===== src/rtl/pri_rv32_pkg.sv =====
// Shared decode definitions for the priRV32 decode stage: opcodes, ALU codes, control-flag indices, bundle struct.
// No logic of its own; imported by pri_rv32_dec and pri_rv32_idu.
// No handshake of its own.
package pri_rv32_pkg;

    localparam logic [6:0] OPC_LUI    = 7'b0110111;
    localparam logic [6:0] OPC_AUIPC  = 7'b0010111;
    localparam logic [6:0] OPC_JAL    = 7'b1101111;
    localparam logic [6:0] OPC_JALR   = 7'b1100111;
    localparam logic [6:0] OPC_BRANCH = 7'b1100011;
    localparam logic [6:0] OPC_LOAD   = 7'b0000011;
    localparam logic [6:0] OPC_STORE  = 7'b0100011;
    localparam logic [6:0] OPC_OP_IMM = 7'b0010011;
    localparam logic [6:0] OPC_OP     = 7'b0110011;

    localparam logic [6:0] F7_BASE   = 7'b0000000;
    localparam logic [6:0] F7_ALT    = 7'b0100000;
    localparam logic [6:0] F7_MULDIV = 7'b0000001;

    localparam logic [3:0] ALU_ADD    = 4'd0;
    localparam logic [3:0] ALU_SUB    = 4'd1;
    localparam logic [3:0] ALU_SLL    = 4'd2;
    localparam logic [3:0] ALU_SLT    = 4'd3;
    localparam logic [3:0] ALU_SLTU   = 4'd4;
    localparam logic [3:0] ALU_XOR    = 4'd5;
    localparam logic [3:0] ALU_SRL    = 4'd6;
    localparam logic [3:0] ALU_SRA    = 4'd7;
    localparam logic [3:0] ALU_OR     = 4'd8;
    localparam logic [3:0] ALU_AND    = 4'd9;
    localparam logic [3:0] ALU_MUL    = 4'd10;
    localparam logic [3:0] ALU_DIV    = 4'd14;

    localparam int CTRL_REG_WE  = 0;
    localparam int CTRL_MEM_RD  = 1;
    localparam int CTRL_MEM_WR  = 2;
    localparam int CTRL_BRANCH  = 3;
    localparam int CTRL_JAL     = 4;
    localparam int CTRL_JALR    = 5;
    localparam int CTRL_LUI     = 6;
    localparam int CTRL_AUIPC   = 7;
    localparam int CTRL_ILLEGAL = 8;
    localparam int CTRL_W       = 9;

    typedef struct packed {
        logic [4:0]        rd;
        logic [4:0]        rs1;
        logic [4:0]        rs2;
        logic [31:0]       imm;
        logic [3:0]        alu_op;
        logic [CTRL_W-1:0] ctrl;
        logic              use_imm;
        logic [2:0]        funct3;
    } dec_t;

    typedef struct packed {
        logic [31:0] pc;
        dec_t        dec;
    } entry_t;

    // funct3 -> ALU op for the funct7=0 register/immediate arithmetic group
    function automatic logic [3:0] alu_base(input logic [2:0] f3);
        logic [3:0] op;
        case (f3)
            3'd0:    op = ALU_ADD;
            3'd1:    op = ALU_SLL;
            3'd2:    op = ALU_SLT;
            3'd3:    op = ALU_SLTU;
            3'd4:    op = ALU_XOR;
            3'd5:    op = ALU_SRL;
            3'd6:    op = ALU_OR;
            default: op = ALU_AND;
        endcase
        return op;
    endfunction

endpackage


===== src/rtl/pri_rv32_dec.sv =====
// Combinational RV32I instruction -> decoded bundle; M encodings decode only with PRIRV32_RV32M_EN.
// Latency: 0 cycles (pure combinational).
// Backpressure: none; the caller registers the result.
module pri_rv32_dec
    import pri_rv32_pkg::*;
(
    input  logic [31:0] inst,
    output dec_t        dec
);

    logic [6:0]  opcode;
    logic [6:0]  funct7;
    logic [2:0]  funct3;
    logic [31:0] imm_i, imm_s, imm_b, imm_u, imm_j;
    logic        illegal;
    logic        reg_we;

    assign opcode = inst[6:0];
    assign funct7 = inst[31:25];
    assign funct3 = inst[14:12];
    assign imm_i  = {{20{inst[31]}}, inst[31:20]};
    assign imm_s  = {{20{inst[31]}}, inst[31:25], inst[11:7]};
    assign imm_b  = {{19{inst[31]}}, inst[31], inst[7], inst[30:25], inst[11:8], 1'b0};
    assign imm_u  = {inst[31:12], 12'b0};
    assign imm_j  = {{11{inst[31]}}, inst[31], inst[19:12], inst[20], inst[30:21], 1'b0};

    always_comb begin
        dec        = '0;
        dec.rd     = inst[11:7];
        dec.rs1    = inst[19:15];
        dec.rs2    = inst[24:20];
        dec.funct3 = funct3;
        illegal    = 1'b0;
        reg_we     = 1'b0;
        case (opcode)
            OPC_LUI:    begin reg_we = 1'b1; dec.use_imm = 1'b1; dec.imm = imm_u; dec.ctrl[CTRL_LUI]   = 1'b1; end
            OPC_AUIPC:  begin reg_we = 1'b1; dec.use_imm = 1'b1; dec.imm = imm_u; dec.ctrl[CTRL_AUIPC] = 1'b1; end
            OPC_JAL:    begin reg_we = 1'b1; dec.use_imm = 1'b1; dec.imm = imm_j; dec.ctrl[CTRL_JAL]   = 1'b1; end
            OPC_JALR:   begin reg_we = 1'b1; dec.use_imm = 1'b1; dec.imm = imm_i; dec.ctrl[CTRL_JALR]  = 1'b1; end
            OPC_LOAD:   begin reg_we = 1'b1; dec.use_imm = 1'b1; dec.imm = imm_i; dec.ctrl[CTRL_MEM_RD] = 1'b1; end
            OPC_STORE:  begin dec.use_imm = 1'b1; dec.imm = imm_s; dec.ctrl[CTRL_MEM_WR] = 1'b1; end
            OPC_BRANCH: begin dec.imm = imm_b; dec.alu_op = ALU_SUB; dec.ctrl[CTRL_BRANCH] = 1'b1; end
            OPC_OP_IMM: begin
                reg_we      = 1'b1;
                dec.use_imm = 1'b1;
                dec.imm     = imm_i;
                case (funct3)
                    3'b001: if (funct7 == F7_BASE) dec.alu_op = ALU_SLL; else illegal = 1'b1;
                    3'b101: begin
                        if (funct7 == F7_BASE)     dec.alu_op = ALU_SRL;
                        else if (funct7 == F7_ALT) dec.alu_op = ALU_SRA;
                        else                       illegal    = 1'b1;
                    end
                    default: dec.alu_op = alu_base(funct3);
                endcase
            end
            OPC_OP: begin
                reg_we = 1'b1;
                if (funct7 == F7_BASE)                         dec.alu_op = alu_base(funct3);
                else if (funct7 == F7_ALT && funct3 == 3'b000) dec.alu_op = ALU_SUB;
                else if (funct7 == F7_ALT && funct3 == 3'b101) dec.alu_op = ALU_SRA;
`ifdef PRIRV32_RV32M_EN
                // REM/REMU share the DIV/DIVU codes; funct3 tells them apart downstream
                else if (funct7 == F7_MULDIV)
                    dec.alu_op = (funct3[2:1] == 2'b11) ? (ALU_DIV | {3'b000, funct3[0]})
                                                        : (ALU_MUL + {1'b0, funct3});
`endif
                else                                           illegal    = 1'b1;
            end
            default: illegal = 1'b1;
        endcase
        if (illegal) begin
            dec.alu_op              = ALU_ADD;
            dec.ctrl[CTRL_MEM_RD]   = 1'b0;
            dec.ctrl[CTRL_MEM_WR]   = 1'b0;
        end
        dec.ctrl[CTRL_ILLEGAL] = illegal;
        dec.ctrl[CTRL_REG_WE]  = reg_we & ~illegal & (dec.rd != 5'd0);
    end

endmodule


===== src/rtl/pri_rv32_idu.sv =====
// Decode stage: registered decoded bundle behind an output+skid buffer; M decode via PRIRV32_RV32M_EN.
// Latency: 1 cycle from input transfer to id_valid_o when the output register is free.
// Backpressure: if_ready_o is the registered skid-empty flag; fetch never sees a path from id_ready_i.
module pri_rv32_idu
    import pri_rv32_pkg::*;
#(
    parameter logic [31:0] RESET_PC = 32'h0000_0000
) (
    input  logic        clk_in,
    input  logic        rst_in,
    input  logic        flush_i,
    input  logic        if_valid_i,
    output logic        if_ready_o,
    input  logic [31:0] if_pc_i,
    input  logic [31:0] if_inst_i,
    output logic        id_valid_o,
    input  logic        id_ready_i,
    output logic [31:0] id_pc_o,
    output logic [4:0]  id_rd_o,
    output logic [31:0] id_imm_o,
    output logic [3:0]  id_alu_op_o,
    output logic [8:0]  id_ctrl_o,
    output logic        id_use_imm_o,
    output logic [2:0]  id_funct3_o,
    output logic [4:0]  reg_raddr1_o,
    output logic [4:0]  reg_raddr2_o
);

    dec_t   in_dec;
    entry_t in_entry;
    entry_t out_q;
    entry_t skid_q;
    logic   out_vld;
    logic   skid_vld;
    logic   in_xfer;
    logic   out_load;

    pri_rv32_dec u_dec (
        .inst (if_inst_i),
        .dec  (in_dec)
    );

    assign in_entry   = '{pc: if_pc_i, dec: in_dec};
    assign if_ready_o = ~skid_vld;
    assign in_xfer    = if_valid_i & if_ready_o;
    assign out_load   = ~out_vld | id_ready_i;

    // skid only fills while the output register is stalled, so skid_vld implies out_vld
    always_ff @(posedge clk_in or posedge rst_in) begin
        if (rst_in) begin
            out_vld  <= 1'b0;
            skid_vld <= 1'b0;
            out_q    <= '{pc: RESET_PC, dec: '0};
            skid_q   <= '0;
        end else if (flush_i) begin
            out_vld  <= 1'b0;
            skid_vld <= 1'b0;
        end else if (out_load) begin
            if (skid_vld) begin
                out_q    <= skid_q;
                out_vld  <= 1'b1;
                skid_vld <= 1'b0;
            end else if (in_xfer) begin
                out_q    <= in_entry;
                out_vld  <= 1'b1;
            end else begin
                out_vld  <= 1'b0;
            end
        end else if (in_xfer) begin
            skid_q   <= in_entry;
            skid_vld <= 1'b1;
        end
    end

    assign id_valid_o   = out_vld;
    assign id_pc_o      = out_q.pc;
    assign id_rd_o      = out_q.dec.rd;
    assign id_imm_o     = out_q.dec.imm;
    assign id_alu_op_o  = out_q.dec.alu_op;
    assign id_ctrl_o    = out_q.dec.ctrl;
    assign id_use_imm_o = out_q.dec.use_imm;
    assign id_funct3_o  = out_q.dec.funct3;
    assign reg_raddr1_o = out_q.dec.rs1;
    assign reg_raddr2_o = out_q.dec.rs2;

endmodule


===== config.mk =====
export PLATFORM = sky130hd
export DESIGN_NAME = pri_rv32_idu
export DESIGN_NICKNAME = d
export VERILOG_FILES = /design/src/rtl/pri_rv32_pkg.sv /design/src/rtl/pri_rv32_dec.sv /design/src/rtl/pri_rv32_idu.sv
export SDC_FILE = /design/constraint.sdc
export NUM_CORES = 1
export LEC_CHECK = 0
export ABC_CLOCK_PERIOD_IN_PS = 16000
export BUFFER_PORTS_ARGS = -buffer_cell sky130_fd_sc_hd__clkbuf_2
export CAP_MARGIN = 20
export CORE_MARGIN = 3
export CORE_UTILIZATION = 35
export DETAILED_ROUTE_END_ITERATION = 6
export GPL_ROUTABILITY_DRIVEN = 0
export HOLD_SLACK_MARGIN = 0.06
export PLACE_DENSITY = 0.54
export SLEW_MARGIN = 20
export SYNTH_ARGS = -nofsm -noshare
export SYNTH_HDL_FRONTEND = slang
export SYNTH_SLANG_ARGS = --single-unit

===== constraint.sdc =====
create_clock -name clk_in -period 16 [get_ports clk_in]
set_input_delay 0.8 -clock clk_in [delete_from_list [all_inputs] [get_ports clk_in]]
set_output_delay 0.8 -clock clk_in [all_outputs]
set_load 0.05 [all_outputs]

Word-level counts from Yosys, hierarchy flattened
Cells that the tools add are included.
- output and inout bits: 98
- word-level logic and storage cells: 99
- input bits: 69
- flip-flop bits (word level): 194
- bitwise logic cells: 9
- reductions and logical operators: 15
- muxes and demuxes: 39
- equality and inequality tests: 16
- operators by type and width (cell ; count):
    two-way mux 96 bit ; 2
    case mux 32 bit (5 select lines) ; 1
    == test 7 x 6 -> 1 bit (second input constant) ; 4
    case mux 4 bit (7 select lines) ; 1
    two-way mux 1 bit ; 22
    == test 7 bit (second input constant) ; 3
    OR reduction 7 bit ; 3
    case mux 4 bit (5 select lines) ; 1
    two-way mux 4 bit ; 4
    == test 7 x 5 -> 1 bit (second input constant) ; 2
    case mux 4 bit (3 select lines) ; 1
    == test 3 bit (second input constant) ; 3
    case mux 4 bit (2 select lines) ; 1
    == test 7 x 2 -> 1 bit (second input constant) ; 1
    logical NOT 7 bit ; 1
    == test 3 x 2 -> 1 bit (second input constant) ; 2
    two-way mux 3 bit ; 2
    AND reduction 3 bit ; 2
    NOT 1 bit ; 5
    nonzero test 5 bit ; 1
    two-way mux 2 bit ; 2
    nonzero test 2 bit ; 2
    AND 1 bit ; 3
    == test 3 x 1 -> 1 bit (second input constant) ; 1
    other kinds (8) ; 9

Depth between registers and ports, before layout
- depth in word-level cells: 11
- gate-level depth with buffers: 8
- mapped depth without buffers: 5

Cells and area by module
A second synthesis with hierarchy kept.
- cell total of the unflattened synthesis: 671
- area total of the unflattened synthesis: 9382.7 µm²
- by module, submodules not included (module ; sequential area each (µm²) ; area an instance (µm²) ; cells each ; times used):
    pri_rv32_idu ; 4854.7 ; 8394.3 ; 523 ; 1
    pri_rv32_dec ; 0.0 ; 988.4 ; 148 ; 1

Worst setup path after synthesis
OpenSTA, ideal clock, no wires.
- path kind: register to output
- start: register skid_vld
- end: output if_ready_o
- required time: 15.200 ns
- slack: 13.707 ns
- path buffers: 3
- cell stages (with the launch flop): 5
- arrival time: 1.493 ns
- path through: dfrtp_1 -> clkbuf_1 -> inv_1 -> clkbuf_1 -> clkbuf_1
- longest elaborated chain between the ends: 1
- RTL lines (item ; RTL line ; source):
    start, declared ; pri_rv32_idu.sv:34 ; logic skid_vld;
    start signal, assigned ; pri_rv32_idu.sv:52 ; skid_vld <= 1'b0;
    start signal, assigned ; pri_rv32_idu.sv:57 ; skid_vld <= 1'b0;
    start signal, assigned ; pri_rv32_idu.sv:62 ; skid_vld <= 1'b0;
    NOT 1 bit ; pri_rv32_idu.sv:44 ; assign if_ready_o = ~skid_vld;
    end, declared ; pri_rv32_idu.sv:13 ; output logic if_ready_o,
Every way passes these cells.

Worst setup path in the final report
- start: register skid_vld
- end: register skid_q[44] in the netlist's numbering
- longest elaborated chain between the ends: 3
- RTL lines (item ; RTL line ; source):
    NOT 1 bit ; pri_rv32_idu.sv:44 ;
    AND 1 bit ; pri_rv32_idu.sv:45 ; assign in_xfer = if_valid_i & if_ready_o;
    AND reduction 3 bit (no source line) ; n/a ;
    end signal, assigned ; pri_rv32_idu.sv:70 ; skid_q <= in_entry;
    end, declared ; pri_rv32_idu.sv:32 ; entry_t skid_q;
Every way passes these cells.
A chain may end at the register's enable or synchronous reset.

==> reports/metrics.cfg <==
[clock_network]
holdBufCountCts=0
ctsHtreeMaxLevel=4
cts_made_buffers=17
cts_root_buf=clkbuf_16
ctsResizeCount=0
cts_buffer_depth=2
cts_tree=yes
cts.sink_count=194
clkTransAtPathRegs_ns=0.07
postCtsSetupRepairBufs=0
insertion_delay_ns=0.44

[run_status]
violations=design-rule violations
status=complete, but fails checks

[power]
power.leakage_nw=4.89
p_per_area_nw_per_um2=130
peakVddDrop_uv=61.1

[worst_hold_path]
min_path_cells=2
hp-start=skid_q[28]
hold_end=skid_q[28]
hold_path.class=register to register

[place]
io_buffers=166
hpwlAfterDp_microns=15000
dp.cells=1362

[yosys]
netlist_instances=936
synth-seq-cells=194
ys_warn_count=0
synth_flop_cell=dfrtp_1
netlist_area_sq_um=8690
synth_cell_types=60
synth_nets=1005
synth_edf_count=0
synth_seq_area_share_pct=55.9
syn_avg_cell_area_sq_um=9.28
async_reset_ff_share_pct=100

[die]
core_sq_um=24400
die_area_sq_um=26800
die_y_microns=164
start_util_pct=35.6
pin_count=167
std_cell_rows=57
die_width_microns=164

[worst_setup_path]
critPathMaxFanout=73
crit_type=register to register
reg2reg_depth=6
critPathLaunchType=register
required_ns=16.35
rrSetupSlack_ns=12.59
worstPathArrival_ns=3.77
r2r_start=skid_vld
rr_endpoint=skid_q[44]
endpoint_kind=register

[sta]
max_freq_ghz=0.293
hold_violations=0
skew_ns=0.0125
slew_violations=0
setup_viol=0
setup_tns_ns=0
max_slew_margin_pct=30.9
grt_setup_unrepaired=no
period_share_pct=21.3
worst_pin_slew_ns=1.04
period_needed_ns=3.41

[grt]
grt_pass1_vias=6671
grt_pass1_wl_microns=37100
overflow=0
grt_max_degree=125
grt.total_usage_pct=17.5
antenna_found_initial=0

[drt]
wl_met2_microns=10300
routed.top_layer=met4
vias_per_cell=4.93
via_count=6872
drtIter0Drc=477
remaining_drc_errors=1
ant_nets=0
totalWireLength_microns=23100
met3_length_microns=1110
drtPass1Iterations=7
drt-met1-wl_microns=11400
wl_per_cell_microns=16.5

[final_layout]
drive_gt1_share_pct=21.4
stdcell_count=1394
final_cell_mix=288 x nand2_1, 193 x dfrtp_1, 166 x clkbuf_2
final_common_cell=nand2_1
syn_to_final_growth_pct=18.9
diodes=0
fin_nets=1126

[flow_run]
maxCapViolations=0

worst max path at each step:
stage                        start             end  cells past startpoint
after global routing      skid_vld      skid_q[44]                      6
after CTS                 skid_vld      skid_q[44]                      6
after floorplan             rst_in  id_alu_op_o[0]                      1
final                     skid_vld      skid_q[44]                      6
after detailed placement  skid_vld      skid_q[44]                      6
after global placement    skid_vld      skid_q[37]                      6
worst max-delay path, cell delays in order (launching register included):
cell	delay [ns]
dfrtp_4	0.64
buf_4	0.85
nor2_1	0.22
nand3_4	0.43
buf_4	0.67
a21oi_2	0.25
a21oi_1	0.21
power breakdown:
group,internal (mW),switching [mW],leakage (nW)
sequential,0.563,0.0406,2.47
combinational,0.0719,0.221,2.13
clock,0.239,0.209,0.293
total,0.874,0.470,4.89
sequential cells by signal, indices dropped and copies added (netlist names):
register      count
id_rd_o           5
id_ctrl_o         9
id_pc_o          32
id_alu_op_o       4
reg_raddr2_o      5
id_valid_o        1
id_use_imm_o      1
id_imm_o         32
id_funct3_o       3
reg_raddr1_o      5
skid_q           96
skid_vld          1
metal layers:
layer  track usage, %  up-vias
met5                0        -
met4             4.27        0
met2             26.4      193
li1                 -     3414
met3             3.20       21
met1             26.2     3244
cell families after synthesis:
| family | Yosys count | synth area share (%) |
|---|---|---|
| compound gates | 221 | 15.3 |
| xor+xnor | 3 | 0.302 |
| buf+inv | 77 | 3.67 |
| flops | 194 | 55.9 |
| mux | 52 | 6.00 |
| simple gates | 389 | 18.8 |
final cells by class:
cell class                 instances  area (sq um)
inverter                           7          33.8
multi-input combinational        665          3540
sequential                       194          4860
fill                            2473         14100
clock buffer                      17           425
tap                              324           405
clock inverter                    15           190
timing repair buffer             172           876
Yosys cell counts, types with 3 or more instances:
master / n / share of area, %
mux2i_1: 51 / 5.9
clkbuf_1: 54 / 2.3
o31ai_1: 3 / 0.26
a22oi_1: 8 / 0.69
nor2_1: 39 / 1.7
or3_1: 4 / 0.29
a21oi_1: 51 / 2.9
nor3_1: 4 / 0.23
o21ai_0: 104 / 6.0
o22ai_1: 12 / 0.86
o21a_1: 6 / 0.52
buf_2: 9 / 0.52
buf_1: 4 / 0.17
and2_1: 5 / 0.36
dfrtp_1: 194 / 56
and3_1: 5 / 0.36
o211ai_1: 3 / 0.26
a22oi_2: 10 / 1.4
inv_1: 7 / 0.30
nor2b_1: 4 / 0.29
nand2_1: 288 / 12
nand3_1: 17 / 0.98
nand2b_1: 4 / 0.29
per-stage QoR:
step | hold slack [ns] | utilization, % | worst slack [ns] | area [sq um] | power, mW
finish | 0.471 | 42.3 | 12.59 | 10300 | 1.34
global route | 0.497 | 42.3 | 12.21 | 10300 | 1.41
CTS | 0.474 | 42.3 | 12.48 | 10300 | 1.36
detailed placement | 0.457 | 39.8 | 12.49 | 9710 | 0.910
global placement | 0.454 | 39.8 | 12.54 | 9710 | 0.906
floorplan | 0.440 | - | 9.92 | 8690 | 0.825
Note: power is estimated with default switching activity, not from simulation.
